File: src/rtl/target_pkg.sv
// rtl/target_pkg.sv - shared defaults, derived widths and types for the target frame controller
//
// Purpose: default screen / slot geometry, the derived field widths, the
// controller state encoding and the per-slot target record.
// Ports: none (package).

package target_pkg;

  localparam int NUM_TARGETS   = 4;
  localparam int SCREEN_WIDTH  = 1280;
  localparam int SCREEN_HEIGHT = 720;

  localparam int XW = $clog2(SCREEN_WIDTH);
  localparam int YW = $clog2(SCREEN_HEIGHT) + 1;
  localparam int IW = $clog2(NUM_TARGETS);

  typedef enum logic [1:0] {
    ST_IDLE   = 2'd0,
    ST_CLEAR  = 2'd1,
    ST_STREAM = 2'd2,
    ST_DONE   = 2'd3
  } state_t;

  typedef struct packed {
    logic [XW-1:0] x;
    logic [YW-1:0] y;
    logic [YW-1:0] diam;
    logic          valid;
  } target_t;

endpackage

File: src/rtl/target_pick.sv
// rtl/target_pick.sv - lowest-pending-slot selector
//
// Purpose: from a mask of slots still waiting to be sent, return the lowest
// pending index, whether anything is pending, and whether that slot is the
// final one (no other pending slot above it).
// Ports:
//   pending  in   NUM_TARGETS  slots still to be sent
//   idx      out  IW           lowest pending slot (0 when none)
//   any      out  1            at least one slot pending
//   last     out  1            the selected slot is the only one pending

module target_pick #(
  parameter int NUM_TARGETS = target_pkg::NUM_TARGETS,
  parameter int IW          = $clog2(NUM_TARGETS)
) (
  input  logic [NUM_TARGETS-1:0] pending,
  output logic [IW-1:0]          idx,
  output logic                   any,
  output logic                   last
);

  localparam logic [NUM_TARGETS-1:0] ONE = {{(NUM_TARGETS-1){1'b0}}, 1'b1};

  always_comb begin
    idx = '0;
    // Scan downward so the lowest set bit is the one left in idx.
    for (int i = NUM_TARGETS - 1; i >= 0; i--) begin
      if (pending[i]) begin
        idx = IW'(i);
      end
    end
  end

  assign any = |pending;

  // Since idx is the lowest pending bit, it is last exactly when it is the
  // only pending bit: clearing the lowest set bit leaves nothing.
  assign last = any && ((pending & (pending - ONE)) == '0);

endmodule

File: src/rtl/target_frame_ctrl.sv
// rtl/target_frame_ctrl.sv - per-frame detector snapshot and target beat streamer
//
// Purpose: at each frame end, snapshot the detector slots, pulse a detector
// clear, then stream every valid slot in index order over a valid/ready
// channel, finishing with a frame-done pulse and a frame counter increment.
// Ports:
//   clk_in, rst_in                      clock, async active-high reset
//   hcount_in, vcount_in                raster position
//   det_x_in/det_y_in/det_diam_in       packed detector slot fields
//   det_valid_in                        detector slot valid bits
//   det_clear_out                       one-cycle detector reset request
//   tgt_valid_out, tgt_ready_in         target beat handshake
//   tgt_x_out/tgt_y_out/tgt_diam_out    target beat payload
//   tgt_idx_out, tgt_last_out           source slot, final beat of frame
//   frame_done_out, frame_count_out     end-of-stream pulse, completed frames
//   overrun_out                         sticky: frame end seen while busy

module target_frame_ctrl
  import target_pkg::*;
#(
  parameter int NUM_TARGETS   = target_pkg::NUM_TARGETS,
  parameter int SCREEN_WIDTH  = target_pkg::SCREEN_WIDTH,
  parameter int SCREEN_HEIGHT = target_pkg::SCREEN_HEIGHT,
  localparam int XW = $clog2(SCREEN_WIDTH),
  localparam int YW = $clog2(SCREEN_HEIGHT) + 1,
  localparam int IW = $clog2(NUM_TARGETS)
) (
  input  logic                      clk_in,
  input  logic                      rst_in,
  input  logic [XW:0]               hcount_in,
  input  logic [YW-1:0]             vcount_in,
  input  logic [NUM_TARGETS*XW-1:0] det_x_in,
  input  logic [NUM_TARGETS*YW-1:0] det_y_in,
  input  logic [NUM_TARGETS*YW-1:0] det_diam_in,
  input  logic [NUM_TARGETS-1:0]    det_valid_in,
  output logic                      det_clear_out,
  output logic                      tgt_valid_out,
  input  logic                      tgt_ready_in,
  output logic [XW-1:0]             tgt_x_out,
  output logic [YW-1:0]             tgt_y_out,
  output logic [YW-1:0]             tgt_diam_out,
  output logic [IW-1:0]             tgt_idx_out,
  output logic                      tgt_last_out,
  output logic                      frame_done_out,
  output logic [15:0]               frame_count_out,
  output logic                      overrun_out
);

  localparam logic [NUM_TARGETS-1:0] ONE = {{(NUM_TARGETS-1){1'b0}}, 1'b1};

  state_t state;

  logic fe_now;
  logic fe_prev;
  logic fe;

  logic [XW-1:0] snap_x    [NUM_TARGETS];
  logic [YW-1:0] snap_y    [NUM_TARGETS];
  logic [YW-1:0] snap_diam [NUM_TARGETS];
  logic [NUM_TARGETS-1:0] snap_valid;
  logic [NUM_TARGETS-1:0] sent;
  logic [NUM_TARGETS-1:0] pending;
  logic [NUM_TARGETS-1:0] pick_mask;

  logic [IW-1:0] pick_idx;
  logic          pick_any;
  logic          pick_last;
  logic          handshake;

  // Frame end is the first cycle of the (0, SCREEN_HEIGHT) raster position;
  // holding that position for several cycles still yields a single event.
  assign fe_now    = (hcount_in == '0) && (vcount_in == YW'(SCREEN_HEIGHT));
  assign fe        = fe_now && !fe_prev;
  assign handshake = tgt_valid_out && tgt_ready_in;
  assign pending   = snap_valid & ~sent;

  // Pick the next beat from the mask as it will be after this cycle's
  // handshake, so the following slot is loaded without a bubble. The ready
  // input only reaches registers, never the valid output directly.
  always_comb begin
    pick_mask = pending;
    if (handshake) begin
      pick_mask = pending & ~(ONE << tgt_idx_out);
    end
  end

  target_pick #(
    .NUM_TARGETS (NUM_TARGETS),
    .IW          (IW)
  ) u_pick (
    .pending (pick_mask),
    .idx     (pick_idx),
    .any     (pick_any),
    .last    (pick_last)
  );

  always_ff @(posedge clk_in or posedge rst_in) begin
    if (rst_in) begin
      state           <= ST_IDLE;
      fe_prev         <= 1'b0;
      snap_valid      <= '0;
      sent            <= '0;
      for (int i = 0; i < NUM_TARGETS; i++) begin
        snap_x[i]    <= '0;
        snap_y[i]    <= '0;
        snap_diam[i] <= '0;
      end
      det_clear_out   <= 1'b0;
      tgt_valid_out   <= 1'b0;
      tgt_x_out       <= '0;
      tgt_y_out       <= '0;
      tgt_diam_out    <= '0;
      tgt_idx_out     <= '0;
      tgt_last_out    <= 1'b0;
      frame_done_out  <= 1'b0;
      frame_count_out <= '0;
      overrun_out     <= 1'b0;
    end else begin
      fe_prev        <= fe_now;
      det_clear_out  <= 1'b0;
      frame_done_out <= 1'b0;

      // A frame end while the previous frame is still in flight is dropped.
      if (fe && state != ST_IDLE) begin
        overrun_out <= 1'b1;
      end

      case (state)
        ST_IDLE: begin
          if (fe) begin
            for (int i = 0; i < NUM_TARGETS; i++) begin
              snap_x[i]    <= det_x_in[i*XW +: XW];
              snap_y[i]    <= det_y_in[i*YW +: YW];
              snap_diam[i] <= det_diam_in[i*YW +: YW];
            end
            snap_valid    <= det_valid_in;
            sent          <= '0;
            det_clear_out <= 1'b1;
            state         <= ST_CLEAR;
          end
        end

        ST_CLEAR: begin
          if (pick_any) begin
            tgt_valid_out <= 1'b1;
            tgt_x_out     <= snap_x[pick_idx];
            tgt_y_out     <= snap_y[pick_idx];
            tgt_diam_out  <= snap_diam[pick_idx];
            tgt_idx_out   <= pick_idx;
            tgt_last_out  <= pick_last;
            state         <= ST_STREAM;
          end else begin
            frame_done_out  <= 1'b1;
            frame_count_out <= frame_count_out + 16'd1;
            state           <= ST_DONE;
          end
        end

        ST_STREAM: begin
          if (handshake) begin
            sent[tgt_idx_out] <= 1'b1;
            if (tgt_last_out) begin
              tgt_valid_out   <= 1'b0;
              tgt_x_out       <= '0;
              tgt_y_out       <= '0;
              tgt_diam_out    <= '0;
              tgt_idx_out     <= '0;
              tgt_last_out    <= 1'b0;
              frame_done_out  <= 1'b1;
              frame_count_out <= frame_count_out + 16'd1;
              state           <= ST_DONE;
            end else begin
              tgt_x_out    <= snap_x[pick_idx];
              tgt_y_out    <= snap_y[pick_idx];
              tgt_diam_out <= snap_diam[pick_idx];
              tgt_idx_out  <= pick_idx;
              tgt_last_out <= pick_last;
            end
          end
        end

        ST_DONE: begin
          state <= ST_IDLE;
        end

        default: begin
          state <= ST_IDLE;
        end
      endcase
    end
  end

endmodule

File: config.mk
export PLATFORM = sky130hd
export DESIGN_NAME = target_frame_ctrl
export DESIGN_NICKNAME = d
export VERILOG_FILES = /design/src/rtl/target_pkg.sv /design/src/rtl/target_pick.sv /design/src/rtl/target_frame_ctrl.sv
export SDC_FILE = /design/constraint.sdc
export NUM_CORES = 1
export LEC_CHECK = 0
export ABC_AREA = 0
export BUFFER_PORTS_ARGS = -buffer_cell sky130_fd_sc_hd__buf_2
export CAP_MARGIN = 20
export CORE_UTILIZATION = 33
export CTS_BUF_LIST = sky130_fd_sc_hd__clkbuf_8
export CTS_CLUSTER_SIZE = 8
export DETAILED_ROUTE_END_ITERATION = 10
export GPL_TIMING_DRIVEN = 0
export SKIP_LAST_GASP = 1
export SLEW_MARGIN = 25
export SYNTH_ARGS = -nofsm -noshare
export SYNTH_HDL_FRONTEND = slang
export SYNTH_SLANG_ARGS = --single-unit
File: constraint.sdc
create_clock -name clk_in -period 15.3 [get_ports clk_in]
set_input_delay 0.765 -clock clk_in [delete_from_list [all_inputs] [get_ports clk_in]]
set_output_delay 0.765 -clock clk_in [all_outputs]
set_load 0.005 [all_outputs]
==> flow_metrics.env, run 1 <==
export IMPL_status="finished clean"
export IMPL_clkLatencyLatePin_ns=0.48
export IMPL_die_y_um=169
export IMPL_vdd_drop_max_mv=0.0684
export IMPL_slew_headroom_pct=56.6
export IMPL_p_leak_nw=5.76
export IMPL_grt_max_degree=74
export IMPL_whs_ns=0.301
export IMPL_placed_area_um2=10800
export IMPL_ant_nets=0
export IMPL_seq_area_um2=4980
export IMPL_worst_ep_required_time_ns=15.67
export IMPL_ys_flop_type="dfrtp_1"
export IMPL_min_period_ns=2.56
export IMPL_initial_core_util_pct=33.8
export IMPL_fp_dieArea_um2=28400
export IMPL_tightestPinTransition_ns=0.649
export IMPL_ys_seq_elements=199
export IMPL_clock_skew_ns=0.0230
export IMPL_wire_per_inst_um=17.9
export IMPL_drive_above_1_share_pct=34.2
export IMPL_postRouteWirelength_um=24700
export IMPL_critPathLaunchType="flop"
export IMPL_yosysWarnings=0
export IMPL_finalHoldViolations=0
export IMPL_syn_nets=915
export IMPL_fmax_mhz=390
export IMPL_fin_nets=1153
export IMPL_critPathArrivalTime_ns=2.93
export IMPL_synth_cell_types=50
export IMPL_finalSetupViolations=0
export IMPL_utilization_pct=41.4
export IMPL_switchingPower_w=0.000388
export IMPL_internal_power_w=0.000759
export IMPL_cts_repair_resized=0
export IMPL_drt_first_iter_violations=285
export IMPL_syn_to_final_growth_pct=22.5
export IMPL_grt_pass1_wl_um=38600
export IMPL_cts_hold_fix_buffers=0
export IMPL_worstSetupPathType="reg2reg"
export IMPL_pwr_share_seq_pct=48.0
export IMPL_hp_class="in2async"
export IMPL_p_sw_share_pct=33.9
export IMPL_dpl_hpwl_um=18100
export IMPL_path_clk_slew_ns=0.11
export IMPL_die_w_um=169
export IMPL_rsz0062_at_grt="false"
export IMPL_htreeDepth=4
export IMPL_fillers=2666
export IMPL_drv_slew=0
export IMPL_drt_first_pass_iters=4
export IMPL_ios=218
export IMPL_min_period_over_period_pct=16.8
export IMPL_cts_made_buffers=17
export IMPL_fin_setup_tns_ns=0
export IMPL_final_common_cell="buf_2"
export IMPL_reg2reg_slack_ns=12.74
export IMPL_synth_edff_count=0
export IMPL_final_cell_area_um2=11200
export IMPL_antenna_found_initial=10
export IMPL_multi_input_area_um2=3820
export IMPL_max_cap_violations=0
export IMPL_num_rows=60
export IMPL_cp_max_fo=10
export IMPL_p_per_area_nw_per_um2=102
export IMPL_clockRootBuffer="clkbuf_8"
export IMPL_final_cell_mix="234 x buf_2, 199 x dfrtp_1, 119 x mux2_1, 115 x nand2_1, 49 x o31ai_1"
export IMPL_grt_pass1_vias=6737
export IMPL_grtUsageTotal_pct=18.1
export IMPL_syn_inst=749
export IMPL_seq_area_frac_synth_pct=54.3
export IMPL_clock_power_share_pct=31.6
export IMPL_synth_area_um2=9170
export IMPL_port_buffers=217
export IMPL_drc=0
export IMPL_pwr_share_comb_pct=20.3
export IMPL_cts_path_max_buffers=2
export IMPL_postSynth_asyncResetShare_pct=100
export IMPL_vias=6551
export IMPL_worst_setup_path_end_kind="flop"
export IMPL_tritoncts="done"
export IMPL_coreArea_um2=27100
export IMPL_via_per_inst=4.75
export IMPL_grt_ovfl_total=0
export IMPL_numClockSinks=199
export IMPL_gp_congestion=0.762
export IMPL_cts_setup_buffers=0
export IMPL_avgSynthCellArea_um2=12.2
## routing by layer
metal,up-vias,GRT usage (%),wire length [µm]
met5,-,0,46
met4,8,4.90,282
met3,23,4.65,1270
met2,158,29.2,11700
met1,3185,24.0,11500
li1,3177,-,-
## synth_stat cells, types with 2 or more instances
| master | n | area share (%) |
|---|---|---|
| or2_4 | 2 | 0.19 |
| a211oi_1 | 6 | 0.49 |
| nand2_1 | 115 | 4.7 |
| dfrtp_1 | 199 | 54 |
| nand2b_1 | 3 | 0.20 |
| or3_1 | 33 | 2.3 |
| o211a_1 | 2 | 0.22 |
| o31ai_2 | 19 | 2.6 |
| nor3b_1 | 3 | 0.25 |
| and4b_1 | 3 | 0.33 |
| and2_1 | 3 | 0.20 |
| buf_6 | 7 | 0.86 |
| a21oi_1 | 5 | 0.27 |
| nor2_1 | 4 | 0.16 |
| mux2_1 | 119 | 15 |
| and4_1 | 2 | 0.19 |
| ha_1 | 4 | 0.55 |
| o211ai_1 | 2 | 0.16 |
| xor2_1 | 3 | 0.29 |
| o31ai_1 | 49 | 4.0 |
| nand4_1 | 6 | 0.41 |
| and3_1 | 36 | 2.5 |
| buf_2 | 17 | 0.93 |
| inv_1 | 13 | 0.53 |
| mux2_2 | 18 | 2.2 |
| clkbuf_1 | 9 | 0.37 |
| o21ai_0 | 8 | 0.44 |
| buf_4 | 16 | 1.3 |
| xnor2_1 | 12 | 1.1 |
| nor4_1 | 3 | 0.20 |
| nor3_1 | 2 | 0.11 |
| nand3_1 | 8 | 0.44 |
## state kept, by name, indices dropped and copies added, names as in the netlist, 2 cells and up
signal and flops:
tgt_y_out 11, snap_valid 4, tgt_diam_out 11, tgt_x_out 11, snap_diam 44, snap_x 44
sent 4, tgt_idx_out 2, state 2, snap_y 44, frame_count_out 16
## power by group through the flow
stage | clock, W | sequential, W | combinational (W)
after floorplan | 0 | 0.000560 | 0.000139
after global placement | 0 | 0.000560 | 0.000234
after detailed placement | 0 | 0.000561 | 0.000239
after CTS | 0.000378 | 0.000551 | 0.000239
after global routing | 0.000398 | 0.000553 | 0.000257
final | 0.000363 | 0.000551 | 0.000233
## kinds of logic after synthesis
logic type / share of synthesized area, %
multiplexers: 16.8
flip-flops: 54.3
AO/OA/AOI/OAI: 9.65
AND/OR/NAND/NOR: 13.2
buffers and inverters: 4.00
adder cells (fa/ha/maj): 0.546
XOR/XNOR: 1.43
## metrics by stage
| step | worst slack, ns | cells | power (W) |
|---|---|---|---|
| after floorplan | 9.11 | 749 | 0.000699 |
| after detailed placement | 12.33 | 1340 | 0.000801 |
| final | 12.74 | 1379 | 0.00115 |
| after CTS | 12.68 | 1372 | 0.00117 |
| after global placement | 6.45 | 1338 | 0.000794 |
| after global routing | 12.52 | 1373 | 0.00121 |
## final timing paths
kind                                startpoint             endpoint  depth (start not counted)
max in group asynchronous               rst_in            snap_y[3]                          4
hold reg to reg            frame_count_out[15]  frame_count_out[15]                          1
min in group clk_in        frame_count_out[15]  frame_count_out[15]                          1
setup reg to reg                tgt_idx_out[1]         tgt_x_out[5]                          7
setup / recovery                tgt_idx_out[1]         tgt_x_out[5]                          7
hold / removal                          rst_in           snap_x[18]                          2
## critical path: stages (launching register included)
cell      delay [ns]
dfrtp_1         0.49
and4b_1         0.36
or2_1           0.21
clkbuf_1        0.44
clkbuf_1        0.49
or3_1           0.19
o31ai_1         0.07
o31ai_1         0.21
## area by class of cell
cell class	count	area share, %
Sequential cell	199	44.4
Multi-Input combinational cell	488	34.0
Clock inverter	14	1.61
Clock buffer	18	2.21
Tap cell	372	4.15
Timing Repair Buffer	219	10.2
Buffer	49	2.83
Antenna cell	7	0.156
Inverter	13	0.502
(Power assumes the default switching activity.)
==> run 2, diff against run 1 <==
Settings changed: ABC_AREA 0 to 1.
Clock period 15.3 ns to 2.6 ns, I/O delays scaled along.
==> flow_metrics.env, run 2 <==
export IMPL_grt_ovfl_total=0
export IMPL_htreeDepth=4
export IMPL_ios=218
export IMPL_syn_to_final_growth_pct=38.0
export IMPL_largestRegisters="snap_diam x44, snap_x x44, snap_y x44"
export IMPL_reg2reg_depth=10
export IMPL_tritoncts="done"
export IMPL_p_sw_share_pct=41.2
export IMPL_drv_slew=0
export IMPL_final_cell_mix="615 x nand2_1, 258 x buf_2, 199 x dfrtp_1, 189 x nand3_1, 140 x dlygate4sd3_1"
export IMPL_drc=0
export IMPL_num_rows=60
export IMPL_die_y_um=170
export IMPL_vdd_drop_max_mv=0.292
export IMPL_finalHoldViolations=0
export IMPL_avgSynthCellArea_um2=7.72
export IMPL_seq_area_frac_synth_pct=53.7
export IMPL_switchingPower_w=0.00370
export IMPL_internal_power_w=0.00527
export IMPL_p_per_area_nw_per_um2=701
export IMPL_grt_max_degree=30
export IMPL_fin_setup_tns_ns=0
export IMPL_path_clk_slew_ns=0.12
export IMPL_vias=9115
export IMPL_worst_ep_required_time_ns=3.02
export IMPL_port_buffers=217
export IMPL_cts_setup_buffers=0
export IMPL_clkLatencyLatePin_ns=0.48
export IMPL_synth_top_area_share_pct=53.7
export IMPL_holdPathStages=6
export IMPL_reg2reg_slack_ns=0.32
export IMPL_status="finished clean"
export IMPL_ant_nets=0
export IMPL_dpl_hpwl_um=21100
export IMPL_finalPower_w=0.00897
export IMPL_drt_first_iter_violations=507
export IMPL_fin_nets=1750
export IMPL_rsz0062_at_grt="false"
export IMPL_clockRootBuffer="clkbuf_8"
export IMPL_cp_startpoint="state[0]"
export IMPL_ys_seq_elements=199
export IMPL_worstSetupEndpoint="tgt_y_out[1]"
export IMPL_fp_dieArea_um2=28800
export IMPL_fmax_mhz=439
export IMPL_grt_pass1_wl_um=46700
export IMPL_initial_core_util_pct=34.0
export IMPL_antennaDiodeCount=0
export IMPL_worstSetupPathType="reg2reg"
export IMPL_critPathLaunchType="flop"
export IMPL_finalSetupViolations=0
export IMPL_grtUsageTotal_pct=21.0
export IMPL_coreArea_um2=27300
export IMPL_pwr_share_seq_pct=40.3
export IMPL_clock_power_share_pct=23.2
export IMPL_syn_inst=1201
export IMPL_slew_headroom_pct=60.0
export IMPL_cts_made_buffers=17
export IMPL_min_period_ns=2.28
export IMPL_antenna_found_initial=0
export IMPL_r2r_end="tgt_y_out[1]"
export IMPL_utilization_pct=46.9
export IMPL_cp_max_fo=10
export IMPL_p_leak_nw=6.94
export IMPL_wire_per_inst_um=15.1
export IMPL_min_period_over_period_pct=87.7
export IMPL_synthTopCellsByArea="dfrtp_1 54%, nand2_1 25%, nand3_1 10%"
export IMPL_cts_path_max_buffers=2
export IMPL_drt_first_pass_iters=5
export IMPL_die_w_um=170
export IMPL_pwr_share_comb_pct=36.5
export IMPL_postSynth_asyncResetShare_pct=100
export IMPL_via_per_inst=4.63
export IMPL_ys_flop_type="dfrtp_1"
export IMPL_gp_congestion=0.856
export IMPL_tightestPinTransition_ns=0.599
export IMPL_synth_common_cells="615 x nand2_1, 199 x dfrtp_1, 189 x nand3_1"
export IMPL_numClockSinks=199
export IMPL_final_common_cell="nand2_1"
export IMPL_worst_setup_path_end_kind="flop"
export IMPL_max_cap_violations=0
export IMPL_yosys_area_top_type="dfrtp_1"
export IMPL_clock_skew_ns=0.0290
export IMPL_fillers=2779
export IMPL_syn_nets=1367
export IMPL_yosysMostFrequentCell="nand2_1"
export IMPL_synth_area_um2=9270
export IMPL_critPathArrivalTime_ns=2.70
export IMPL_synth_edff_count=0
export IMPL_grt_pass1_vias=8965
export IMPL_worstReg2RegStart="state[0]"
export IMPL_synth_cell_types=29
export IMPL_postRouteWirelength_um=29700
export IMPL_drive_above_1_share_pct=19.7
export IMPL_hp_class="in2reg"
export IMPL_yosysWarnings=0
run 2: power groups by stage:
stage          combinational, W  clock, W  sequential (W)
2_1_floorplan           0.00178         0         0.00365
3_3_place_gp            0.00306         0         0.00368
3_5_place_dp            0.00312         0         0.00367
4_1_cts                 0.00329   0.00214         0.00362
5_1_grt                 0.00364   0.00224         0.00365
6_report                0.00327   0.00208         0.00362
run 2: routing by layer:
| layer | vias up | wire length (µm) | track usage (%) |
|---|---|---|---|
| met5 | - | 0 | 0 |
| met4 | 0 | 466 | 6.19 |
| met1 | 4305 | 13600 | 27.1 |
| li1 | 4554 | - | - |
| met2 | 223 | 14700 | 36.7 |
| met3 | 33 | 959 | 2.73 |
run 2: area by class of cell:
| class | instances | area [µm²] | share of cell area, % |
|---|---|---|---|
| buffer | 65 | 314 | 2.46 |
| clock inverter | 14 | 156 | 1.22 |
| clock buffer | 18 | 248 | 1.94 |
| inverter | 31 | 120 | 0.939 |
| sequential | 199 | 4980 | 38.9 |
| timing repair buffer | 364 | 2640 | 20.7 |
| multi-input combinational | 906 | 3870 | 30.2 |
| tap | 372 | 465 | 3.64 |
run 2: how the worst min path moves through the flow:
stage	startpoint	endpoint
global placement	det_y_in[25]	snap_y[14]
global route	vcount_in[2]	overrun_out
detailed placement	rst_in	snap_diam[2]
finish	vcount_in[2]	overrun_out
CTS	vcount_in[2]	overrun_out
floorplan	det_diam_in[22]	snap_diam[11]
run 2: cell families after synthesis:
group | synth area share, %
adders and majority gates | 0.540
AOI/OAI and AO/OA | 1.93
and+or+nand+nor | 37.9
DFF | 53.7
buffers and inverters | 4.64
xor gates and xnor gates | 1.32
run 2: critical path, cell delays in order (launching register included):
cell     delay, ns
dfrtp_1       0.40
inv_1         0.09
ha_1          0.30
inv_1         0.18
nor2_1        0.08
nor2_1        0.18
o21ai_4       0.19
nor2_4        0.26
buf_2         0.31
nand3_1       0.16
nand2_1       0.09
run 2: repair_timing:
action | 4_1_cts | 5_1_grt
hold buffers | 140 | 0
hold endpoints to repair | 159 | 0
endpoints found under the setup margin | 0 | 3
gates resized for setup | 0 | 1
run 2: through the flow:
step | worst slack [ns] | hold slack (ns) | cells | cell area, µm²
2_1_floorplan | -0.104 | 0.247 | 1201 | 9280
3_3_place_gp | -1.47 | 0.334 | 1790 | 10800
3_5_place_dp | 0.200 | 0.232 | 1797 | 11000
4_1_cts | 0.141 | 0.0801 | 1969 | 12800
5_1_grt | 0.123 | 0.135 | 1969 | 12800
6_report | 0.321 | 0.0859 | 1969 | 12800
